===== config.mk =====
export PLATFORM = sky130hd
export DESIGN_NAME = vga_timing_rx
export DESIGN_NICKNAME = d
export VERILOG_FILES = /design/src/rtl/vga_timing_rx.sv
export SDC_FILE = /design/constraint.sdc
export NUM_CORES = 1
export LEC_CHECK = 0
export CAP_MARGIN = 10
export CELL_PAD_IN_SITES_DETAIL_PLACEMENT = 0
export CELL_PAD_IN_SITES_GLOBAL_PLACEMENT = 1
export CORE_AREA = 10 10 99 101
export DETAILED_ROUTE_END_ITERATION = 16
export DIE_AREA = 0 0 109 111
export GPL_TIMING_DRIVEN = 0
export HOLD_SLACK_MARGIN = 0.15
export PLACE_DENSITY = 0.88
export SLEW_MARGIN = 20
export SYNTH_ARGS = -nofsm -noshare
export SYNTH_HDL_FRONTEND = slang
export SYNTH_SLANG_ARGS = --single-unit

===== constraint.sdc =====
create_clock -name clk -period 3.8 [get_ports clk]
set_clock_uncertainty 0.1 [all_clocks]
set_input_delay 0.38 -clock clk [delete_from_list [all_inputs] [get_ports clk]]
set_output_delay 0.38 -clock clk [all_outputs]
set_load 0.1 [all_outputs]

===== src/rtl/vga_timing_rx.sv =====
// vga_timing_rx: recovers pixel coordinates, active-video and lock status
// from an 800x600 hsync/vsync pair and flags every timing violation.
// Optional build macro: VGA_RX_ERRCNT_EN adds the 8-bit saturating err_count;
// without it err_count is tied to zero.
module vga_timing_rx #(
  parameter int   H_ACTIVE    = 800,
  parameter int   H_TOTAL     = 1040,
  parameter int   H_SYNC      = 120,
  parameter int   H_BACK      = 64,
  parameter int   V_ACTIVE    = 600,
  parameter int   V_TOTAL     = 666,
  parameter int   V_BACK      = 23,
  parameter logic SYNC_POL    = 1'b1,
  parameter int   LOCK_FRAMES = 2
) (
  input  logic        clk,
  input  logic        reset_n,
  input  logic        hsync,
  input  logic        vsync,
  output logic [10:0] x,
  output logic [10:0] y,
  output logic        active,
  output logic        locked,
  output logic        frame_start,
  output logic        err,
  output logic [7:0]  err_count
);

  typedef enum logic [1:0] {
    SEARCH  = 2'd0,
    ACQUIRE = 2'd1,
    LOCKED  = 2'd2
  } state_t;

  localparam logic [10:0] H_LAST      = 11'(H_TOTAL - 1);
  localparam logic [10:0] H_SYNC_LAST = 11'(H_SYNC - 1);
  localparam logic [10:0] V_LAST      = 11'(V_TOTAL - 1);
  localparam logic [10:0] X_START     = 11'(H_SYNC + H_BACK);
  localparam logic [10:0] X_END       = 11'(H_SYNC + H_BACK + H_ACTIVE);
  localparam logic [10:0] Y_START     = 11'(V_BACK);
  localparam logic [10:0] Y_END       = 11'(V_BACK + V_ACTIVE);
  localparam logic [10:0] CNT_MAX     = 11'h7FF;
  localparam logic [7:0]  LOCK_CNT    = 8'(LOCK_FRAMES);

  logic        hs_meta_q, hs_meta_d, hs_sync_q, hs_sync_d, hs_prev_q, hs_prev_d;
  logic        vs_meta_q, vs_meta_d, vs_sync_q, vs_sync_d, vs_prev_q, vs_prev_d;
  logic        h_lead, h_trail, v_lead, v_line, viol;
  logic [10:0] h_cnt_q, h_cnt_d, v_cnt_q, v_cnt_d;
  logic        v_pend_q, v_pend_d;
  state_t      state_q, state_d;
  logic [7:0]  good_q, good_d;
  logic [10:0] x_q, x_d, y_q, y_d;
  logic        active_q, active_d, locked_q, locked_d;
  logic        frame_start_q, frame_start_d, err_q, err_d;
  logic        in_window;

  // Two-flop synchronizers plus one history flop; leading edge = move into SYNC_POL
  always_comb begin
    hs_meta_d = hsync;
    hs_sync_d = hs_meta_q;
    hs_prev_d = hs_sync_q;
    vs_meta_d = vsync;
    vs_sync_d = vs_meta_q;
    vs_prev_d = vs_sync_q;
    h_lead    = (hs_sync_q == SYNC_POL) && (hs_prev_q != SYNC_POL);
    h_trail   = (hs_sync_q != SYNC_POL) && (hs_prev_q == SYNC_POL);
    v_lead    = (vs_sync_q == SYNC_POL) && (vs_prev_q != SYNC_POL);
  end

  // Pixel/line counters; a vsync edge (pending or same-cycle) makes the next line 0
  always_comb begin
    v_line   = h_lead && (v_pend_q || v_lead);
    h_cnt_d  = (h_cnt_q == CNT_MAX) ? h_cnt_q : h_cnt_q + 11'd1;
    v_cnt_d  = v_cnt_q;
    v_pend_d = v_pend_q;
    if (h_lead) begin
      h_cnt_d  = 11'd0;
      v_pend_d = 1'b0;
      if (v_line)
        v_cnt_d = 11'd0;
      else if (v_cnt_q != CNT_MAX)
        v_cnt_d = v_cnt_q + 11'd1;
    end else if (v_lead) begin
      v_pend_d = 1'b1;
    end
  end

  // Timing checks: line length, line timeout, hsync width, frame length, frame timeout
  always_comb begin
    viol = (h_lead  && (h_cnt_q != H_LAST))
        || (!h_lead && (h_cnt_q == H_LAST))
        || (h_trail && (h_cnt_q != H_SYNC_LAST))
        || (v_line  && (v_cnt_q != V_LAST))
        || (h_lead  && !v_line && (v_cnt_q == V_LAST));
  end

  // Lock FSM: search for a frame boundary, count clean frames, drop on any violation
  always_comb begin
    state_d = state_q;
    good_d  = good_q;
    err_d   = 1'b0;
    case (state_q)
      SEARCH: begin
        if (v_line) begin
          state_d = ACQUIRE;
          good_d  = 8'd0;
        end
      end
      ACQUIRE: begin
        if (viol) begin
          err_d   = 1'b1;
          state_d = SEARCH;
        end else if (v_line) begin
          good_d = good_q + 8'd1;
          if (good_q + 8'd1 == LOCK_CNT)
            state_d = LOCKED;
        end
      end
      LOCKED: begin
        if (viol) begin
          err_d   = 1'b1;
          state_d = SEARCH;
        end
      end
      default: state_d = SEARCH;
    endcase
  end

  // Registered outputs: coordinates only inside the visible window while locked
  always_comb begin
    in_window     = (h_cnt_q >= X_START) && (h_cnt_q < X_END)
                 && (v_cnt_q >= Y_START) && (v_cnt_q < Y_END);
    locked_d      = (state_d == LOCKED);
    active_d      = in_window && locked_d;
    x_d           = active_d ? (h_cnt_q - X_START) : 11'd0;
    y_d           = active_d ? (v_cnt_q - Y_START) : 11'd0;
    frame_start_d = v_line && locked_d;
  end

  // State and pipeline registers
  always_ff @(posedge clk or negedge reset_n) begin
    if (!reset_n) begin
      hs_meta_q     <= ~SYNC_POL;
      hs_sync_q     <= ~SYNC_POL;
      hs_prev_q     <= ~SYNC_POL;
      vs_meta_q     <= ~SYNC_POL;
      vs_sync_q     <= ~SYNC_POL;
      vs_prev_q     <= ~SYNC_POL;
      h_cnt_q       <= 11'd0;
      v_cnt_q       <= 11'd0;
      v_pend_q      <= 1'b0;
      state_q       <= SEARCH;
      good_q        <= 8'd0;
      x_q           <= 11'd0;
      y_q           <= 11'd0;
      active_q      <= 1'b0;
      locked_q      <= 1'b0;
      frame_start_q <= 1'b0;
      err_q         <= 1'b0;
    end else begin
      hs_meta_q     <= hs_meta_d;
      hs_sync_q     <= hs_sync_d;
      hs_prev_q     <= hs_prev_d;
      vs_meta_q     <= vs_meta_d;
      vs_sync_q     <= vs_sync_d;
      vs_prev_q     <= vs_prev_d;
      h_cnt_q       <= h_cnt_d;
      v_cnt_q       <= v_cnt_d;
      v_pend_q      <= v_pend_d;
      state_q       <= state_d;
      good_q        <= good_d;
      x_q           <= x_d;
      y_q           <= y_d;
      active_q      <= active_d;
      locked_q      <= locked_d;
      frame_start_q <= frame_start_d;
      err_q         <= err_d;
    end
  end

  assign x           = x_q;
  assign y           = y_q;
  assign active      = active_q;
  assign locked      = locked_q;
  assign frame_start = frame_start_q;
  assign err         = err_q;

`ifdef VGA_RX_ERRCNT_EN
  logic [7:0] err_count_q, err_count_d;

  // Saturating violation count, stepping in the same cycle err rises
  always_comb begin
    err_count_d = err_count_q;
    if (err_d && (err_count_q != 8'hFF))
      err_count_d = err_count_q + 8'd1;
  end

  // Violation counter register
  always_ff @(posedge clk or negedge reset_n) begin
    if (!reset_n)
      err_count_q <= 8'd0;
    else
      err_count_q <= err_count_d;
  end

  assign err_count = err_count_q;
`else
  assign err_count = 8'd0;
`endif

endmodule


==> impl_results.md, run 1 <==
* Clock share of power at 35.0%
* Fill cells at 711
* Leading area contributor after synthesis: dfrtp_1
* Fin crit share at 70.8%
* Critical Path, Cell by Cell: ha_1, and2_1, clkbuf_1, nand4_1, and2_4, o211ai_4, mux2i_4, buf_4, nor2_1
* Clk root buf: clkbuf_8
* DRT Pass-1 Iters at 4
* Residual DRC at 0
* Hold depth at 0
* Most frequent cells in the layout: dfrtp_1, nor2_1, nand2_1
* Top-level I/O count at 38
* Crit Path Max Fanout at 10
* Synth top area share at 44.8%
* Post-CTS setup buffer count at 0
* Routed vias at 2,705
* Final TNS setup at 0 ns
* Initial drt markers at 129
* Hold Path End: vs_prev_d
* Tot Pwr at 1.66 mW
* Post-Synthesis Cells at 368
* GRT Total Usage at 13.5%
* Core footprint at 7970 um2
* CTS buffer count at 9
* Initial antenna violation count at 0
* CTS HTree Levels at 3
* YS warnings at 0
* Achievable Freq at 372 MHz
* Reg2reg start: h_cnt_q[0]
* Clock slew at reported path FFs at 0.08 ns
* Port Buffers at 29
* Placement row count at 33
* Mean number of vias per cell at 5.13
* RSZ-0062 raised after global routing: no
* Max-cap violations at 0
* Total wire length at 7790 um
* N_diodes at 0
* Required time of the critical path at 3.92 ns
* Placed inst area at 4110 um2
* Post-DRT Antenna Nets at 0
* Leak at 1.81 nW
* Avg Inst Size Synth at 9.87 um2
* Worst-case clock buffer depth at 2
* Die ar. at 12,100 um2
* Largest net degree at the start of global routing at 50
* Hold Path Origin: vs_meta_q
* Count of final hold-check violations at 0
* Final Net Count at 432
* Worst slew pin tran at 1.00 ns
* FF-to-FF End: y[10]
* Worst reg2reg path depth at 9
* Slowest CP cell: dfrtp_1
* Flops & latches, synth at 65
* Layout cell share with drive strength beyond 1 at 14.2%
* Startpoint types: flip-flop
* First-pass GRT wire length at 13,200 um
* Internal power at 1.13 mW
* Number of enable flip-flop cells after synthesis at 0
* Final instance area at 4310 um2
* Rel. slew slack at 32.8%
* DR WL/cell at 14.8 um
* Ys flop type: dfrtp_1
* GPL Wtd Cong at 0.821
* Post-synth ARST share at 100%
* Register share of total power at 45.8%
* Post-DP HPWL at 5740 um
* Comb power frac at 19.2%
* Most common cell after layout, fill and taps aside: dfrtp_1
* Power Density at 385 nW/um2
* Kind of critical path: flip-flop to flip-flop
* Sw frac at 31.6%
* Setup slack, reg-to-reg at 1.11 ns
* Number of global-route vias before repair at 2,683
* Util after Layout at 54.1%
* Die Width at 109 um
* Crit. End Element: flip-flop
* Total congestion overflow at 0
* Final min period at 2.69 ns
* Area growth syn-to-layout at 18.6%
* P_sw at 0.525 mW
* Crit path largest cell delay at 0.41 ns
* CTS tree: built
* Hold crit path type: flip-flop to flip-flop
* Final setup violation count at 0
* Count of cell types in the netlist at 56
* Mapped Area at 3630 um2
* Critical path arrival at 2.81 ns
* Sink Count at 65
* Register area share after synthesis at 44.8%
* Synth top area cells: dfrtp_1, nor2_1, xnor2_1
* Initial Util at 45.6%
* VDD IR max at 0.295 mV
* Final Max Slew Viols at 0
* Clock Latency Late Sink at 0.35 ns
* Status: finished clean
* Die H at 111 um
metal layers:
layer	part of all wire [%]	track usage [%]	routed length, um
met5	0	0	0
met4	1.5	4.84	119
met3	4.7	4.30	367
met2	47	20.8	3690
met1	46	17.2	3610
how the worst max path moves through the flow:
stage	from	endpoint	slack (ns)	depth (start not counted)
finish	h_cnt_q[0]	y[10]	1.11	9
global route	h_cnt_q[0]	y[10]	0.92	9
CTS	h_cnt_q[0]	y[6]	1.08	9
detailed placement	h_cnt_q[0]	y[6]	1.10	9
global placement	reset_n	good_q[1]	0.11	1
floorplan	good_q[0]	y[3]	1.55	8
area by class of cell:
type	count	area, um2	area share [%]
plain buffers	30	183	4.24
repair buffers	31	325	7.55
multi-input cells	270	1810	42.1
inverters	10	37.5	0.871
clock buffers	9	124	2.87
flip-flops and latches	65	1630	37.7
clock inverters	7	70.1	1.63
well taps	105	131	3.05
registers in the layout, summed over array words and instances (netlist names):
register	flops
frame_start	1
h_cnt_q	11
y	11
hs_prev_q	1
active	1
x	11
hs_meta_q	1
v_cnt_q	11
vs_prev_q	1
state_q	2
hs_prev_d	1
err	1
vs_meta_q	1
v_pend_q	1
good_q	8
locked	1
vs_prev_d	1
Yosys cell counts (all sizes together), types with 5 or more instances:
library cell and count:
and2 5, dfrtp 65, buf 19, and3 7, nand4 14, xnor2 19
a21oi 12, o21ai 19, ha 11, clkbuf 11, nor2 46, nor3b 5
xor2 13, inv 10, nor3 14, nor2b 5, nand2 30, nand3 10
repair_timing:
item	in CTS	in global routing
endpoints found under the hold margin	65	0
hold buffers	1	0
gates resized for setup	0	0
setup endpoints to repair	0	0
worst max-delay path, delay by kind of cell (launching register included):
family / cells / cell delay (ns)
flops: 1 / 0.41
compound gates: 1 / 0.24
fa+ha+maj: 1 / 0.17
mux: 1 / 0.39
simple gates: 4 / 0.78
buf+inv: 2 / 0.47
power by group through the flow:
stage                     Sequential (mW)  Clock (mW)  Combinational (mW)
final                               0.760       0.580               0.318
after CTS                           0.760       0.593               0.320
after detailed placement            0.773           0               0.318
after global routing                0.765       0.632               0.350
after global placement              0.771           0               0.308
after floorplan                     0.781           0               0.227
logic make-up after synthesis:
| logic type | count (synthesis) | synth area share [%] |
|---|---|---|
| AOI/OAI and AO/OA | 55 | 11.6 |
| xor gates and xnor gates | 32 | 7.71 |
| adders and majority gates | 11 | 3.79 |
| buffers and inverters | 40 | 6.06 |
| DFF | 65 | 44.8 |
| muxes | 3 | 1.17 |
| other | 1 | 0.103 |
| and+or+nand+nor | 161 | 24.8 |
through the flow:
step	instances	worst slack (ns)	hold WS, ns
2_1_floorplan	375	1.55	-0.0156
3_3_place_gp	509	0.114	0.232
3_5_place_dp	510	1.10	0.166
4_1_cts	527	1.08	0.259
5_1_grt	527	0.924	0.265
6_report	527	1.11	0.257
Power figures use the tool's default switching activity.
==> run 2: changes to the inputs <==
CORE_AREA = 10 10 102 104   (was 10 10 99 101)
DIE_AREA = 0 0 112 114   (was 0 0 109 111)
PLACE_DENSITY = 0.83   (was 0.88)
clock period = 2.7 ns   (was 3.8 ns; I/O delays follow)
==> impl_results.md, run 2 (same netlist as run 1, synthesis figures left out) <==
* Status: finished clean
* Routed vias at 2,764
* Power Density at 532 nW/um2
* Final TNS setup at 0 ns
* Mean number of vias per cell at 5.18
* Rel. slew slack at 33.7%
* Worst slew pin tran at 0.991 ns
* Worst-case clock buffer depth at 2
* Critical Path, Cell by Cell: ha_1, xor2_1, nor4_1, a31oi_1, o41ai_4, buf_4, nand4_1, nor2_1
* RSZ-0062 raised after global routing: no
* Multi-input logic area at 1820 um2
* DRT Pass-1 Iters at 5
* Top-level I/O count at 38
* Largest net degree at the start of global routing at 35
* Residual DRC at 0
* Startpoint types: flip-flop
* Leak at 1.82 nW
* Die Width at 112 um
* Fill cells at 783
* Layout cell share with drive strength beyond 1 at 15.7%
* Clk root buf: clkbuf_8
* Hold crit path type: flip-flop to flip-flop
* Critical path arrival at 2.69 ns
* GRT Total Usage at 12.6%
* Kind of critical path: flip-flop to flip-flop
* Final setup violation count at 0
* Initial Util at 42.9%
* Clock slew at reported path FFs at 0.07 ns
* Number of global-route vias before repair at 2,722
* GR Util met3 at 2.62%
* Setup slack, reg-to-reg at 0.17 ns
* Area growth syn-to-layout at 19.8%
* Post-DRT Antenna Nets at 0
* Port Buffers at 29
* Post-DP HPWL at 5900 um
* Most frequent cells in the layout: dfrtp_1, nor2_1, nand2_1
* VDD IR max at 0.363 mV
* Hold slack at 0.258 ns
* Most common cell after layout, fill and taps aside: dfrtp_1
* Crit path largest cell delay at 0.47 ns
* Storage cell area at 1630 um2
* Required time of the critical path at 2.85 ns
* Crit. End Element: flip-flop
* GR Util met2 at 21.1%
* Final Max Slew Viols at 0
* Tot Pwr at 2.32 mW
* N_diodes at 0
* Crit Path Max Fanout at 10
* Met1 usage at 15.3%
* Final min period at 2.53 ns
* Buffers & Inverters on Critical Path at 1
* Sink Count at 65
* Slowest CP cell: o41ai_4
* Clock Latency Late Sink at 0.35 ns
* Core footprint at 8470 um2
* Initial antenna violation count at 0
* Placement row count at 34
* Max-cap violations at 0
* Die H at 114 um
* Initial drt markers at 147
* CTS buffer count at 9
* Top Usage Layer GRT: met2
* GPL Wtd Cong at 0.827
* CTS tree: built
* First-pass GRT wire length at 13,500 um
* Total congestion overflow at 0
* Final Net Count at 436
* Achievable Freq at 395 MHz
* Total wire length at 8020 um
* CP top delay family: compound AO/OA/AOI/OAI gates
* CTS HTree Levels at 3
* DR WL/cell at 15.0 um
* Die ar. at 12,800 um2
* Fin crit share at 93.8%
* Count of final hold-check violations at 0
-- run 2: changes by cell type in the layout (fill, tap and decap cells not counted), moves of 2 or more --
cell and change:
buf_4 +4, clkbuf_8 +2, clkinv_2 -3, clkinvlp_4 +2
-- run 2: layout make-up --
class	instances	area share, %
clock inverters	5	0.920
inverters	10	0.863
plain buffers	29	4.20
repair buffers	36	8.17
flip-flops and latches	65	37.4
well taps	108	3.11
clock buffers	11	3.48
multi-input cells	270	41.9
-- run 2: per-stage QoR --
step / cell area (um2) / cells / util (%) / worst slack, ns
5_1_grt: 4350 / 534 / 51.4 / 0.0118
4_1_cts: 4300 / 530 / 50.8 / 0.00475
6_report: 4350 / 534 / 51.4 / 0.166
2_1_floorplan: 3660 / 375 / - / 0.447
3_5_place_dp: 4100 / 513 / 48.5 / 0.0203
3_3_place_gp: 4090 / 512 / 48.3 / -0.886
-- run 2: path summary, 6_finish.rpt --
check	startpoint	to	cells after the start
setup / recovery	good_q[0]	y[6]	8
hold / removal	hs_meta_q	hs_prev_d	0
setup reg to reg	good_q[0]	y[6]	8
hold reg to reg	hs_meta_q	hs_prev_d	0
max in group asynchronous	reset_n	y[10]	3
min in group asynchronous	reset_n	h_cnt_q[2]	2
-- run 2: routing by layer --
layer / up-vias / wire, um
met3: 9 / 358
met2: 42 / 3970
li1: 1367 / -
met4: 0 / 101
met5: - / 0
met1: 1346 / 3580
-- run 2: repair_timing --
action | in CTS | in global routing
hold buffers | 1 | 0
resized for setup | 0 | 4
setup buffers | 0 | 5
endpoints found under the hold margin | 65 | 0
endpoints found under the setup margin | 0 | 27
-- run 2: worst reg2reg max path: cells and delay by family (launching register included) --
family	cells	cell delay, ns
DFF	1	0.44
adders and majority gates	1	0.32
buffers and inverters	1	0.26
AOI/OAI and AO/OA	2	0.62
xor gates and xnor gates	1	0.20
and+or+nand+nor	3	0.50
-- run 2: power breakdown --
part           switching [mW]  internal [mW]
combinational           0.302          0.166
sequential             0.0532           1.02
clock                   0.393          0.386
==> run 3: changes to the inputs <==
PLACE_DENSITY = default   (was 0.83)
PLACE_DENSITY_LB_ADDON = 0.25   (was default)
==> impl_results.md, run 3 (same netlist as run 1, synthesis figures left out) <==
* Post-DRT Antenna Nets at 0
* Port Buffers at 29
* GPL Wtd Cong at 0.819
* Critical Path, Cell by Cell: ha_1, xor2_1, nor4_1, a31oi_1, o41ai_4, nand3_4, buf_6, nor3_2
* Area growth syn-to-layout at 19.7%
* VDD IR max at 0.280 mV
* Max-cap violations at 0
* Worst-case clock buffer depth at 2
* GRT Total Usage at 12.8%
* RSZ-0062 raised after global routing: no
* Worst slew pin tran at 0.998 ns
* Placement row count at 34
* Achievable Freq at 389 MHz
* Critical path arrival at 2.73 ns
* Setup slack, reg-to-reg at 0.13 ns
* N_diodes at 0
* Die H at 114 um
* Count of final hold-check violations at 0
* First-pass GRT wire length at 13,300 um
* Final setup violation count at 0
* Routed vias at 2,695
* CTS tree: built
* Pre-CTS setup slack at 0.0113 ns
* Placed inst area at 4110 um2
* Clk root buf: clkbuf_8
* Fin crit share at 95.1%
* Met1 usage at 16.9%
* Most common cell after layout, fill and taps aside: dfrtp_1
* Hold slack at 0.244 ns
* Crit path largest cell delay at 0.47 ns
* Initial drt markers at 109
* CTS HTree Levels at 3
* Initial Util at 42.9%
* Residual DRC at 0
* Slowest CP cell: o41ai_4
* Final min period at 2.57 ns
* Reg2reg start: good_q[0]
* Post-DP HPWL at 5860 um
* Total wire length at 8070 um
* Most frequent cells in the layout: dfrtp_1, nor2_1, nand2_1
* Startpoint types: flip-flop
* Largest net degree at the start of global routing at 50
* Final Net Count at 434
* DR WL/cell at 15.2 um
* Crit. End Element: flip-flop
* Initial antenna violation count at 0
* Clock slew at reported path FFs at 0.07 ns
* Total congestion overflow at 0
* Top-level I/O count at 38
* Final WS setup at 0.133 ns
* Final Max Slew Viols at 0
* Number of global-route vias before repair at 2,507
* CTS buffer count at 9
* Kind of critical path: flip-flop to flip-flop
* FF-to-FF End: y[7]
* Status: finished clean
* Crit Path Max Fanout at 10
* Clock Latency Late Sink at 0.34 ns
* Final instance area at 4350 um2
* Top Usage Layer GRT: met2
* Tot Pwr at 2.36 mW
* Die Width at 112 um
* Hold crit path type: input port to async pin
* Worst reg2reg path depth at 8
* Util after Layout at 51.4%
* Leak at 1.82 nW
* GR Util met2 at 19.5%
* Required time of the critical path at 2.86 ns
* Mean number of vias per cell at 5.07
* Rel. slew slack at 33.2%
* Die ar. at 12,800 um2
* Power Density at 542 nW/um2
* Sink Count at 65
* GR Util met3 at 3.88%
* Layout cell share with drive strength beyond 1 at 15.3%
* Core footprint at 8470 um2
* DRT Pass-1 Iters at 4
[run 3: how the worst max path moves through the flow]
| stage | slack [ns] | end | depth (start not counted) | start |
|---|---|---|---|---|
| 2_1_floorplan | 0.45 | y[3] | 8 | good_q[0] |
| 3_3_place_gp | -0.94 | h_cnt_q[5] | 1 | reset_n |
| 3_5_place_dp | 0.01 | y[10] | 9 | h_cnt_q[0] |
| 4_1_cts | 0.0001 | y[10] | 9 | h_cnt_q[0] |
| 5_1_grt | 0.0001 | y[10] | 8 | v_cnt_q[5] |
| 6_report | 0.13 | y[7] | 8 | good_q[0] |
[run 3: per-layer routing]
layer | part of all wire, % | wire length (um) | up-vias
li1 | - | - | 1363
met1 | 49 | 3960 | 1285
met2 | 46 | 3670 | 40
met3 | 4.0 | 326 | 7
met4 | 1.3 | 106 | 0
met5 | 0 | 0 | -
[run 3: final cells by class]
type	count	area, um2
clock inverters	4	51.3
plain buffers	29	179
clock buffers	12	145
fillers	806	4120
well taps	108	135
multi-input cells	270	1830
inverters	10	37.5
flip-flops and latches	65	1630
repair buffers	34	348
[run 3: where the power goes]
group | switching [mW] | total, mW | internal (mW) | leakage (nW)
Combinational | 0.298 | 0.459 | 0.161 | 0.843
Sequential | 0.0515 | 1.07 | 1.02 | 0.883
Clock | 0.375 | 0.829 | 0.454 | 0.0970
[run 3: what timing repair did]
| item | CTS | global route |
|---|---|---|
| setup endpoints to repair | 0 | 29 |
| buffers inserted | 0 | 3 |
| hold buffers | 1 | 0 |
| hold endpoints to repair | 65 | 0 |
| resized for setup | 0 | 4 |
[run 3: worst max-delay path, delay by kind of cell, from the launching register on]
family	cells	cell delay (ns)
xor gates and xnor gates	1	0.20
buffers and inverters	1	0.20
and+or+nand+nor	3	0.59
adders and majority gates	1	0.32
AOI/OAI and AO/OA	2	0.64
DFF	1	0.44
[run 3: through the flow]
| stage | instances | TNS [ns] |
|---|---|---|
| 3_3_place_gp | 512 | -60.61 |
| 6_report | 532 | 0 |
| 5_1_grt | 532 | 0 |
| 3_5_place_dp | 513 | 0 |
| 2_1_floorplan | 375 | 0 |
| 4_1_cts | 530 | 0 |
